`src/rtl/instr_fetch_unit.sv`:
```
// Instruction fetch unit: holds the PC, reads instruction words from memory on the
// control FSM's fetch strobe, latches the returned word into the IR and decodes its
// fields. It also applies PC redirects (JR, J/JAL, BEQ/BNE) while idle.
// Optional feature macro: IFU_TIMEOUT_EN. When defined, a fetch that waits MAX_WAIT
// cycles without mem_valid is abandoned and the sticky fetch_err flag is raised.
module instr_fetch_unit #(
    parameter logic [31:0] RESET_PC = 32'h0000_0000,
    parameter int          MAX_WAIT = 16            // must be >= 1
) (
    input  logic        clk,
    input  logic        reset,
    input  logic        instrReg,
    input  logic        pc_wr,
    input  logic        jump,
    input  logic        jr,
    input  logic        beq,
    input  logic        bne,
    input  logic        zero,
    input  logic [31:0] rs_data,
    output logic        mem_req,
    output logic [31:0] mem_addr,
    input  logic [31:0] mem_rdata,
    input  logic        mem_valid,
    output logic        instr_valid,
    output logic        busy,
    output logic [31:0] pc,
    output logic [31:0] pc_plus4,
    output logic [5:0]  opcode,
    output logic [4:0]  rs,
    output logic [4:0]  rt,
    output logic [4:0]  rd,
    output logic [5:0]  funct,
    output logic [15:0] imm,
    output logic [25:0] target,
    output logic        fetch_err
);

    typedef enum logic {
        S_IDLE = 1'b0,
        S_WAIT = 1'b1
    } state_t;

    state_t      state_q, state_d;
    logic [31:0] pc_q, pc_d;
    logic [31:0] ir_q, ir_d;
    logic        pending_q, pending_d;
    logic        instr_valid_q, instr_valid_d;

    logic [31:0] pc_inc;
    logic [31:0] branch_off;
    logic        branch_taken;
    logic [31:0] redirect_pc;

`ifdef IFU_TIMEOUT_EN
    logic [15:0] wait_cnt_q, wait_cnt_d;
    logic        fetch_err_q, fetch_err_d;
`endif

    assign pc_inc       = pc_q + 32'd4;
    assign branch_off   = {{14{ir_q[15]}}, ir_q[15:0], 2'b00};
    assign branch_taken = (beq & zero) | (bne & ~zero);

    // Redirect target selection; JR wins over jump, jump over branch, else PC holds.
    always_comb begin
        redirect_pc = pc_q;
        if (jr) begin
            redirect_pc = {rs_data[31:2], 2'b00};
        end else if (jump) begin
            redirect_pc = {pc_q[31:28], ir_q[25:0], 2'b00};
        end else if (branch_taken) begin
            redirect_pc = pc_q + branch_off;
        end
    end

    // Next-state logic: redirects and fetch issue in IDLE, completion (or timeout) in WAIT.
    always_comb begin
        state_d       = state_q;
        pc_d          = pc_q;
        ir_d          = ir_q;
        pending_d     = pending_q;
        instr_valid_d = 1'b0;
`ifdef IFU_TIMEOUT_EN
        wait_cnt_d    = wait_cnt_q;
        fetch_err_d   = fetch_err_q;
`endif
        case (state_q)
            S_IDLE: begin
                if (pc_wr) begin
                    // A fetch requested together with a redirect is deferred one cycle
                    // so that it reads from the redirected PC.
                    pc_d      = redirect_pc;
                    pending_d = pending_q | instrReg;
                end else if (instrReg | pending_q) begin
                    state_d   = S_WAIT;
                    pending_d = 1'b0;
`ifdef IFU_TIMEOUT_EN
                    wait_cnt_d = 16'd0;
`endif
                end
            end
            S_WAIT: begin
                if (mem_valid) begin
                    ir_d          = mem_rdata;
                    pc_d          = pc_inc;
                    instr_valid_d = 1'b1;
                    state_d       = S_IDLE;
`ifdef IFU_TIMEOUT_EN
                end else if (wait_cnt_q == 16'(MAX_WAIT - 1)) begin
                    // Last allowed wait cycle elapsed: give up, leave PC and IR untouched.
                    fetch_err_d = 1'b1;
                    state_d     = S_IDLE;
                end else begin
                    wait_cnt_d = wait_cnt_q + 16'd1;
`endif
                end
            end
            default: state_d = S_IDLE;
        endcase
    end

    // State register with synchronous reset; reset also drops any outstanding fetch.
    always_ff @(posedge clk) begin
        if (reset) begin
            state_q       <= S_IDLE;
            pc_q          <= RESET_PC;
            ir_q          <= 32'd0;
            pending_q     <= 1'b0;
            instr_valid_q <= 1'b0;
`ifdef IFU_TIMEOUT_EN
            wait_cnt_q    <= 16'd0;
            fetch_err_q   <= 1'b0;
`endif
        end else begin
            state_q       <= state_d;
            pc_q          <= pc_d;
            ir_q          <= ir_d;
            pending_q     <= pending_d;
            instr_valid_q <= instr_valid_d;
`ifdef IFU_TIMEOUT_EN
            wait_cnt_q    <= wait_cnt_d;
            fetch_err_q   <= fetch_err_d;
`endif
        end
    end

`ifdef IFU_TIMEOUT_EN
    assign fetch_err = fetch_err_q;
`else
    assign fetch_err = 1'b0;
`endif

    // The request is a pure function of the registered state, so it never glitches.
    assign mem_req     = (state_q == S_WAIT);
    assign busy        = (state_q == S_WAIT);
    assign mem_addr    = {pc_q[31:2], 2'b00};
    assign instr_valid = instr_valid_q;
    assign pc          = pc_q;
    assign pc_plus4    = pc_inc;
    assign opcode      = ir_q[31:26];
    assign rs          = ir_q[25:21];
    assign rt          = ir_q[20:16];
    assign rd          = ir_q[15:11];
    assign funct       = ir_q[5:0];
    assign imm         = ir_q[15:0];
    assign target      = ir_q[25:0];

    // JR targets are word aligned, so the low rs_data bits are intentionally dropped.
    logic unused_ok;
    assign unused_ok = &{1'b0, rs_data[1:0], (MAX_WAIT > 0)};

endmodule

```
`config.mk`:
```
export PLATFORM = sky130hd
export DESIGN_NAME = instr_fetch_unit
export DESIGN_NICKNAME = d
export VERILOG_FILES = /design/src/rtl/instr_fetch_unit.sv
export SDC_FILE = /design/constraint.sdc
export NUM_CORES = 1
export LEC_CHECK = 0
export ABC_AREA = 1
export CORE_AREA = 2 2 88 175
export CTS_BUF_LIST = sky130_fd_sc_hd__clkbuf_16
export DETAILED_ROUTE_END_ITERATION = 16
export DIE_AREA = 0 0 90 177
export PLACE_DENSITY = 0.79
export SLEW_MARGIN = 20
export SYNTH_ARGS = -nofsm -noshare
export SYNTH_HDL_FRONTEND = slang
export SYNTH_SLANG_ARGS = --single-unit
```
`constraint.sdc`:
```
create_clock -name clk -period 3.06 [get_ports clk]
set_clock_uncertainty 0.2 [all_clocks]
set_input_delay 0.459 -clock clk [delete_from_list [all_inputs] [get_ports clk]]
set_output_delay 0.459 -clock clk [all_outputs]
set_load 0.005 [all_outputs]
```
==> results.yml, run 1 <==
outcome:
  status: "finished clean"
worst_setup_path:
  crit_buf_inv: 2
  cp_cell_sequence: "nand2_1 -> inv_1 -> nand3_1 -> nor3_2 -> nand4_1 -> or2_1 -> nand2_1 -> clkdlybuf4s50_1"
  arrival_ns: 2.35
  path_class: "flip-flop to primary output"
  critPathSlowestCell: "clkdlybuf4s50_1"
  ff2ff_path_depth: 10
  crit_fanout: 3
  cp_common_cell: "nand2_1"
  cp-end-kind: "primary output"
  worstPathRequired_ns: 2.40
  cp_top_family: "simple AND/OR/NAND/NOR gates"
  r2r_setup_slack_ns: 0.41
  startpoint_type: "flip-flop"
  r2r-end: "pc[26]"
  cpPeakStageDelay_ns: 0.49
  r2r-start: "ir_q[15]"
clock_tree:
  htreeDepth: 3
  clockRootBuffer: "clkbuf_16"
  clkLatencyLatePin_ns: 0.34
  clock-sinks: 65
  cts_buffer_depth: 2
  cts_tree: "built"
  clk_pin_slew_ns: 0.06
  cts_made_buffers: 9
final_layout:
  layout_common_cells: "306 x nand2_1, 233 x clkdlybuf4s50_1, 144 x nor2_1, 138 x inv_1, 78 x a21oi_1"
  n_antenna_cell: 0
  layout_commonest_cell: "nand2_1"
  drive_gt1_share_pct: 8.85
  nets: 1434
  finish.utilization_pct: 63.4
  stdcell_area_um2: 9290
  area.growth.synth_to_final_pct: 41.1
yosys:
  ys_seq_area_share_pct: 19.8
  synth_warnings: 0
  synth_area_leader_cell: "dfxtp_1"
  synth.area.top_cells: "dfxtp_1 20%, nand2_1 18%, buf_4 8.6%, nor2_1 8.4%, inv_1 7.8%"
  postSynthCellCount: 1135
  syn_area_per_cell_um2: 5.80
  synthesis.area_um2: 6580
  async_flop_share_pct: 0
  synth_top_area_share_pct: 19.8
  yosysUniqueCellTypes: 46
  synth-edff-count: 0
  synth_seq_cells: 65
  ys.flop_type: "dfxtp_1"
placement:
  place_hpwl_um: 20800
  portBuffers: 233
  placed_cell_area_um2: 8900
  place.gp.congestion: 0.964
route:
  ant_nets: 0
  drc_errors: 0
  dr.pass1.iters: 5
  via_per_inst: 5.21
  wl_met1_um: 9770
  met2_length_um: 12900
  wl_per_cell_um: 16.9
  wl_um: 25900
  drtIter0Drc: 448
  top_layer_used: "met4"
  met3WireLength_um: 1720
  vias: 7962
power:
  power.internal_mw: 2.13
  switching_share_pct: 33.6
  p_clk_share_pct: 32.7
  ir_drop_mv: 0.412
  sequentialPowerShare_pct: 30.6
  power_density_nw_per_um2: 346
  power_leakage_nw: 4.39
  p_sw_mw: 1.08
  power_frac_comb_pct: 36.7
timing:
  hold_ws_ns: 0.285
  period_needed_ns: 3.01
  worst-slew-pin-transition_ns: 0.611
  finalMaxSlewViolations: 0
  setup_violations: 0
  final_hold_viol_count: 0
  max_freq_mhz: 332
  rsz0062_at_grt: "true"
  relSlewSlack_pct: 59.2
  fin_crit_sh_pct: 98.4
grt:
  grt_pass1_wl_um: 40200
  antenna_found_initial: 0
  grt_pass1_vias: 7787
  grt_max_degree: 39
  overflow: 0
  track_usage_pct: 32.2
die:
  ioPinCount: 243
  rows: 63
  dieArea_um2: 15900
  initial_core_util_pct: 44.9
  core_um2: 14700
  die_x_um: 90
  die_h_um: 177
min_path:
  hold_class: "flip-flop to flip-flop"
  hold_end: "ir_q[29]"
  holdCritStartpoint: "ir_q[29]"
  holdPathStages: 2
flow_run:
  cap_violations: 0
power groups by stage:
stage	combinational (mW)	clock, mW	sequential, mW
2_1_floorplan	0.565	0	1.02
6_report	1.18	1.05	0.982
3_5_place_dp	1.16	0	0.995
4_1_cts	1.17	1.06	0.979
5_1_grt	1.29	1.09	0.989
3_3_place_gp	1.15	0	0.994
cell families after synthesis:
kind of cell	after synthesis	share of synthesized area (%)
AO/OA/AOI/OAI	178	14.3
buffers and inverters	253	18.8
flip-flops	65	19.8
other	1	0.0570
adder cells (fa/ha/maj)	31	6.01
multiplexers	1	0.152
XOR/XNOR	30	4.11
AND/OR/NAND/NOR	576	36.9
flip-flops by register name, summed over array words and instances, names as in the netlist:
name,cells
pending_q,1
pc,30
busy,1
ir_q,32
instr_valid,1
metrics by stage:
stage / worst slack (ns) / TNS (ns) / instances / total power, mW
3_5_place_dp: 0.238 / 0 / 1512 / 2.15
3_3_place_gp: 0.260 / 0 / 1512 / 2.14
5_1_grt: -0.0546 / -0.123 / 1529 / 3.36
2_1_floorplan: 0.819 / 0 / 1141 / 1.58
6_report: 0.0481 / 0 / 1529 / 3.21
4_1_cts: 0.00437 / 0 / 1529 / 3.21
repair_timing:
action / CTS / global route
pin swaps: 2 / 1
gates cloned: 0 / 0
setup endpoints to repair: 8 / 13
resized for setup: 7 / 20
buffers inserted: 1 / 0
hold buffers: 0 / 0
endpoints found under the hold margin: 0 / 0
routing by layer:
metal  vias up  track usage, %
li1       3920               -
met1      3599            36.8
met2       368            56.7
met4         0            18.7
met3        75            4.60
met5         -               0
Yosys cell counts, types with 2 or more instances:
master,count
nor2_1,147
nand2_1,308
dfxtp_1,65
nand4_1,7
o211ai_1,4
o21bai_1,2
o21ai_1,7
xnor2_1,7
or2_2,4
nand2_2,3
nor3_1,14
buf_4,75
nor4_1,2
nand2_4,2
inv_1,137
xor2_1,22
nand3_1,75
a21oi_1,78
nor3_2,2
nor2_4,4
clkinv_1,2
ha_1,30
a31oi_1,7
buf_2,5
o21ai_0,72
or2_1,2
clkbuf_1,27
o221ai_1,2
inv_2,6
worst register-to-register path, cell delays in order (launching register included):
cell	delay (ns)
dfxtp_1	0.67
ha_1	0.40
a21oi_1	0.28
nand2_1	0.14
a21oi_1	0.21
nand2_1	0.12
nand3_1	0.10
nand3_1	0.07
nand3_1	0.11
nand2_1	0.06
a21oi_1	0.20
layout make-up:
type                    instances  area, µm²
fillers                      1432       5370
multi-input cells             823       4140
repair buffers                285       2750
flip-flops and latches         65       1320
inverters                     145        544
well taps                     195        244
clock buffers                   9        225
clock inverters                 7       70.1
worst max-delay path by stage:
stage | cells past startpoint | endpoint | from
finish | 8 | pc_plus4[29] | pc[24]
detailed placement | 9 | pc[16] | jr
global placement | 7 | pc[26] | jr
global route | 6 | pc_plus4[25] | pc[9]
floorplan | 10 | pc[18] | ir_q[15]
CTS | 8 | pc_plus4[29] | pc[16]
Note: power is estimated with default switching activity, not from simulation.
==> inputs of run 2 (changes only) <==
CORE_AREA = 2 2 123 125   (was 2 2 88 175)
DIE_AREA = 0 0 125 127   (was 0 0 90 177)
==> run 2 against run 1 <==
  * Non-clock buffer count down 1
  * Clock power up 4%
  * Count of clock-buffer cells in the layout unchanged
  * Critical path depth unchanged
  * Critical path type unchanged
  * Largest cell class unchanged
==> results.yml, run 2 (same netlist as run 1, synthesis figures left out) <==
power:
  power_leakage_nw: 4.41
  p_clk_share_pct: 33.4
  power_density_nw_per_um2: 353
  power_frac_comb_pct: 36.3
  p_sw_mw: 1.08
  power.internal_mw: 2.20
  sequentialPowerShare_pct: 30.4
  switching_share_pct: 32.8
  ir_drop_mv: 0.344
clock_tree:
  cts_made_buffers: 9
  htreeDepth: 3
  clockRootBuffer: "clkbuf_16"
  clk_pin_slew_ns: 0.05
  clkLatencyLatePin_ns: 0.34
  cts_tree: "built"
  clock-sinks: 65
  cts_buffer_depth: 2
route:
  dr.pass1.iters: 6
  vias: 8014
  ant_nets: 0
  drc_errors: 0
  wl_um: 25700
  wl_per_cell_um: 16.9
  via_per_inst: 5.29
  drtIter0Drc: 876
worst_setup_path:
  arrival_ns: 2.35
  cp-end-kind: "primary output"
  startpoint_type: "flip-flop"
  worstPathRequired_ns: 2.40
  crit_fanout: 5
  path_class: "flip-flop to primary output"
timing:
  period_needed_ns: 3.01
  max_freq_mhz: 332
  finalMaxSlewViolations: 0
  final_hold_viol_count: 0
  relSlewSlack_pct: 58.9
  hold_ws_ns: 0.292
  setup_violations: 0
  fin_crit_sh_pct: 98.3
  finalSetupTns_ns: 0
  worst-slew-pin-transition_ns: 0.616
grt:
  overflow: 0
  grt_max_degree: 49
  grt_pass1_wl_um: 39200
  grt_pass1_vias: 7427
  track_usage_pct: 31.2
  antenna_found_initial: 0
die:
  initial_core_util_pct: 45.6
  rows: 44
  die_h_um: 127
  ioPinCount: 243
  die_x_um: 125
  core_um2: 14400
  dieArea_um2: 15900
final_layout:
  stdcell_area_um2: 9280
  area.growth.synth_to_final_pct: 41.0
  largest_reg_flops: 32
  regMostFlops: "ir_q"
  layout_commonest_cell: "nand2_1"
  layout_common_cells: "305 x nand2_1, 232 x clkdlybuf4s50_1, 145 x nor2_1, 137 x inv_1, 78 x a21oi_1"
  drive_gt1_share_pct: 8.86
  nets: 1433
  n_antenna_cell: 0
  final_cells: 1516
placement:
  place_hpwl_um: 20400
  portBuffers: 233
  place.gp.congestion: 0.995
  numPlacedInstances: 1497
  placed_cell_area_um2: 8830
min_path:
  hold_class: "flip-flop to flip-flop"
flow_run:
  cap_violations: 0
outcome:
  status: "finished clean"
## run 2: critical path: stages (launching register included)
cell,delay [ns]
dfxtp_1,0.40
buf_4,0.18
nand2_1,0.06
nor3_1,0.29
nand3_1,0.19
inv_1,0.14
nand4_1,0.12
nand2_1,0.13
clkdlybuf4s50_1,0.50
## run 2: power by group through the flow
| stage | logic (mW) | clock network, mW | registers [mW] |
|---|---|---|---|
| after detailed placement | 1.16 | 0 | 1.00 |
| after floorplan | 0.565 | 0 | 1.02 |
| final | 1.19 | 1.09 | 0.996 |
| after global placement | 1.15 | 0 | 1.00 |
| after CTS | 1.17 | 1.10 | 0.988 |
| after global routing | 1.29 | 1.13 | 1.00 |
## run 2: layout make-up
type / instances / area (µm²)
clock buffer: 9 / 225
clock inverter: 6 / 83.8
fill: 1376 / 5140
inverter: 145 / 544
multi-input combinational: 823 / 4160
sequential: 65 / 1320
tap: 184 / 230
timing repair buffer: 284 / 2720
## run 2: metrics by stage
step | total power, mW | util, % | setup WS, ns
CTS | 3.26 | 63.7 | 0.0234
global route | 3.43 | 64.3 | -0.0400
detailed placement | 2.16 | 61.2 | 0.255
floorplan | 1.58 | - | 0.819
global placement | 2.16 | 61.2 | 0.289
finish | 3.28 | 64.3 | 0.0517
## run 2: worst paths after layout
kind	startpoint	to	slack [ns]	depth (start not counted)
setup reg to reg	pc[2]	pc[14]	0.34	14
setup / recovery	pc[12]	pc_plus4[30]	0.05	8
hold reg to reg	ir_q[31]	ir_q[31]	0.29	2
hold / removal	ir_q[31]	ir_q[31]	0.29	2
## run 2: routing by layer
layer	routed length [µm]	up-vias	share of wire (%)	global-route usage [%]
li1	-	3916	-	-
met1	10500	3585	41	40.4
met2	11700	456	46	52.0
met3	2790	57	11	6.11
met4	660	0	2.6	11.2
met5	0	-	0	0
## run 2: repair_timing
item                                    in CTS  in global routing
pin swaps                                    1                  1
gates resized for setup                     10                 22
hold buffers                                 0                  0
endpoints found under the setup margin       7                 12
setup buffers                                1                  3
==> inputs of run 3 (changes only) <==
PLACE_DENSITY = 0.91   (was 0.79)
==> run 3 against run 2 <==
  * The run now ends with setup timing left
  * Global-route usage fell by 0.38 points
  * Via count is 4.2% higher
  * Count of clock-buffer cells in the layout unchanged
  * Design area decreased by 0.11%
  * Total power is 0.16% higher
  * Maximum frequency decreased by 3.8%
  * Combinational power about the same
  * Clock power is essentially flat
  * Register-to-register slack got worse by 0.09 ns
  * Non-clock buffer count increased by 1
  * Flip-flop and latch count stayed put
  * Largest cell class unchanged
  * Highest routed layer unchanged
==> results.yml, run 3 (same netlist as run 1, synthesis figures left out) <==
grt:
  track_usage_pct: 30.8
  antenna_found_initial: 0
  grt_max_degree: 49
  overflow: 0
  grt_pass1_wl_um: 39100
  grt_pass1_vias: 7656
route:
  vias: 8348
  wl_per_cell_um: 17.2
  drtIter0Drc: 1203
  dr.pass1.iters: 6
  wl_um: 26100
  via_per_inst: 5.50
  ant_nets: 0
  drc_errors: 0
worst_setup_path:
  cp-startpoint: "pc[3]"
  worstPathRequired_ns: 2.40
  cp-end-kind: "primary output"
  cp_cell_sequence: "ha_2 -> nand2_2 -> nor2_2 -> nand3_1 -> inv_1 -> nand4_1 -> nand2_1 -> clkdlybuf4s50_1"
  critPathSlowestCell: "clkdlybuf4s50_1"
  startpoint_type: "flip-flop"
  r2r-start: "pc[4]"
  path_class: "flip-flop to primary output"
  crit_fanout: 4
  cpPeakStageDelay_ns: 0.50
  arrival_ns: 2.47
  ff2ff_path_depth: 13
final_layout:
  largest_reg_flops: 32
  stdcell_area_um2: 9270
  regMostFlops: "ir_q"
  n_antenna_cell: 0
  layout_common_cells: "307 x nand2_1, 232 x clkdlybuf4s50_1, 142 x nor2_1, 138 x inv_1, 78 x a21oi_1"
  area.growth.synth_to_final_pct: 40.8
  final_cells: 1518
  drive_gt1_share_pct: 8.62
  layout_commonest_cell: "nand2_1"
  fillers: 1241
  nets: 1434
die:
  dieArea_um2: 15900
  rows: 44
  ioPinCount: 243
  initial_core_util_pct: 45.6
  die_x_um: 125
  core_um2: 14400
  die_h_um: 127
timing:
  max_freq_mhz: 320
  layout_setup_ws_ns: -0.0661
  finalMaxSlewViolations: 0
  period_needed_ns: 3.13
  worst-slew-pin-transition_ns: 0.600
  fin_crit_sh_pct: 102
  rsz0062_at_grt: "true"
  relSlewSlack_pct: 59.9
  final_hold_viol_count: 0
  setup_violations: 4
power:
  power_leakage_nw: 4.41
  sequentialPowerShare_pct: 30.2
  ir_drop_mv: 0.344
  power_density_nw_per_um2: 354
  p_clk_share_pct: 33.1
  total_power_mw: 3.29
  switching_share_pct: 32.9
  power_frac_comb_pct: 36.7
  p_sw_mw: 1.08
  power.internal_mw: 2.21
placement:
  portBuffers: 233
  placed_cell_area_um2: 8830
  numPlacedInstances: 1497
  place.gp.congestion: 1.08
  place_hpwl_um: 20100
clock_tree:
  clockRootBuffer: "clkbuf_16"
  clk_pin_slew_ns: 0.05
  clkLatencyLatePin_ns: 0.34
  clock-sinks: 65
  cts_made_buffers: 9
  cts_tree: "built"
  cts_buffer_depth: 2
  htreeDepth: 3
min_path:
  holdPathStages: 2
  hold_class: "flip-flop to flip-flop"
  holdCritStartpoint: "ir_q[15]"
outcome:
  status: "finished, violations left"
  failed_checks: "setup timing"
flow_run:
  cap_violations: 0
## run 3: area by class of cell
class | count | area, µm² | area share, %
inverter | 145 | 544 | 5.87
clock inverter | 7 | 86.3 | 0.931
multi-input combinational | 823 | 4160 | 44.8
sequential | 65 | 1300 | 14.1
timing repair buffer | 285 | 2730 | 29.4
tap | 184 | 230 | 2.48
clock buffer | 9 | 225 | 2.43
## run 3: timing repair
action                                 4_1_cts  5_1_grt
pin swaps                                    0        6
hold buffers                                 0        0
buffers inserted                             0        5
gates resized for setup                      9       13
setup endpoints to repair                   10       14
endpoints found under the hold margin        0        0
## run 3: path summary, 6_finish.rpt
check            endpoint  slack, ns
min              ir_q[15]       0.29
max reg2reg        pc[13]       0.25
min reg2reg      ir_q[15]       0.29
max          pc_plus4[30]      -0.07
## run 3: layer usage
| metal | wire length, µm | share of wire (%) | track usage (%) | up-vias |
|---|---|---|---|---|
| li1 | - | - | - | 3910 |
| met1 | 9550 | 37 | 38.0 | 3708 |
| met2 | 12000 | 46 | 51.8 | 594 |
| met3 | 3230 | 12 | 6.32 | 136 |
| met4 | 1370 | 5.2 | 14.8 | 0 |
| met5 | 0 | 0 | 0 | - |
## run 3: per-stage QoR
| stage | setup slack (ns) | hold slack (ns) | TNS [ns] | util [%] |
|---|---|---|---|---|
| floorplan | 0.819 | 0.273 | 0 | - |
| global placement | 0.291 | 0.261 | 0 | 61.2 |
| detailed placement | 0.244 | 0.279 | 0 | 61.2 |
| CTS | 0.00796 | 0.291 | 0 | 63.6 |
| global route | -0.0837 | 0.318 | -0.291 | 64.3 |
| finish | -0.0661 | 0.287 | -0.110 | 64.3 |
## run 3: critical path, delay by kind of cell (launching register included)
family | cells | cell delay [ns]
buf+inv | 2 | 0.68
simple gates | 5 | 0.82
fa+ha+maj | 1 | 0.24
flops | 1 | 0.39
## run 3: power by group through the flow
| stage | clock [mW] | sequential (mW) | combinational [mW] |
|---|---|---|---|
| 3_5_place_dp | 0 | 1.00 | 1.16 |
| 4_1_cts | 1.09 | 0.985 | 1.17 |
| 6_report | 1.09 | 0.991 | 1.21 |
| 5_1_grt | 1.13 | 0.995 | 1.29 |
| 2_1_floorplan | 0 | 1.02 | 0.565 |
| 3_3_place_gp | 0 | 0.997 | 1.14 |
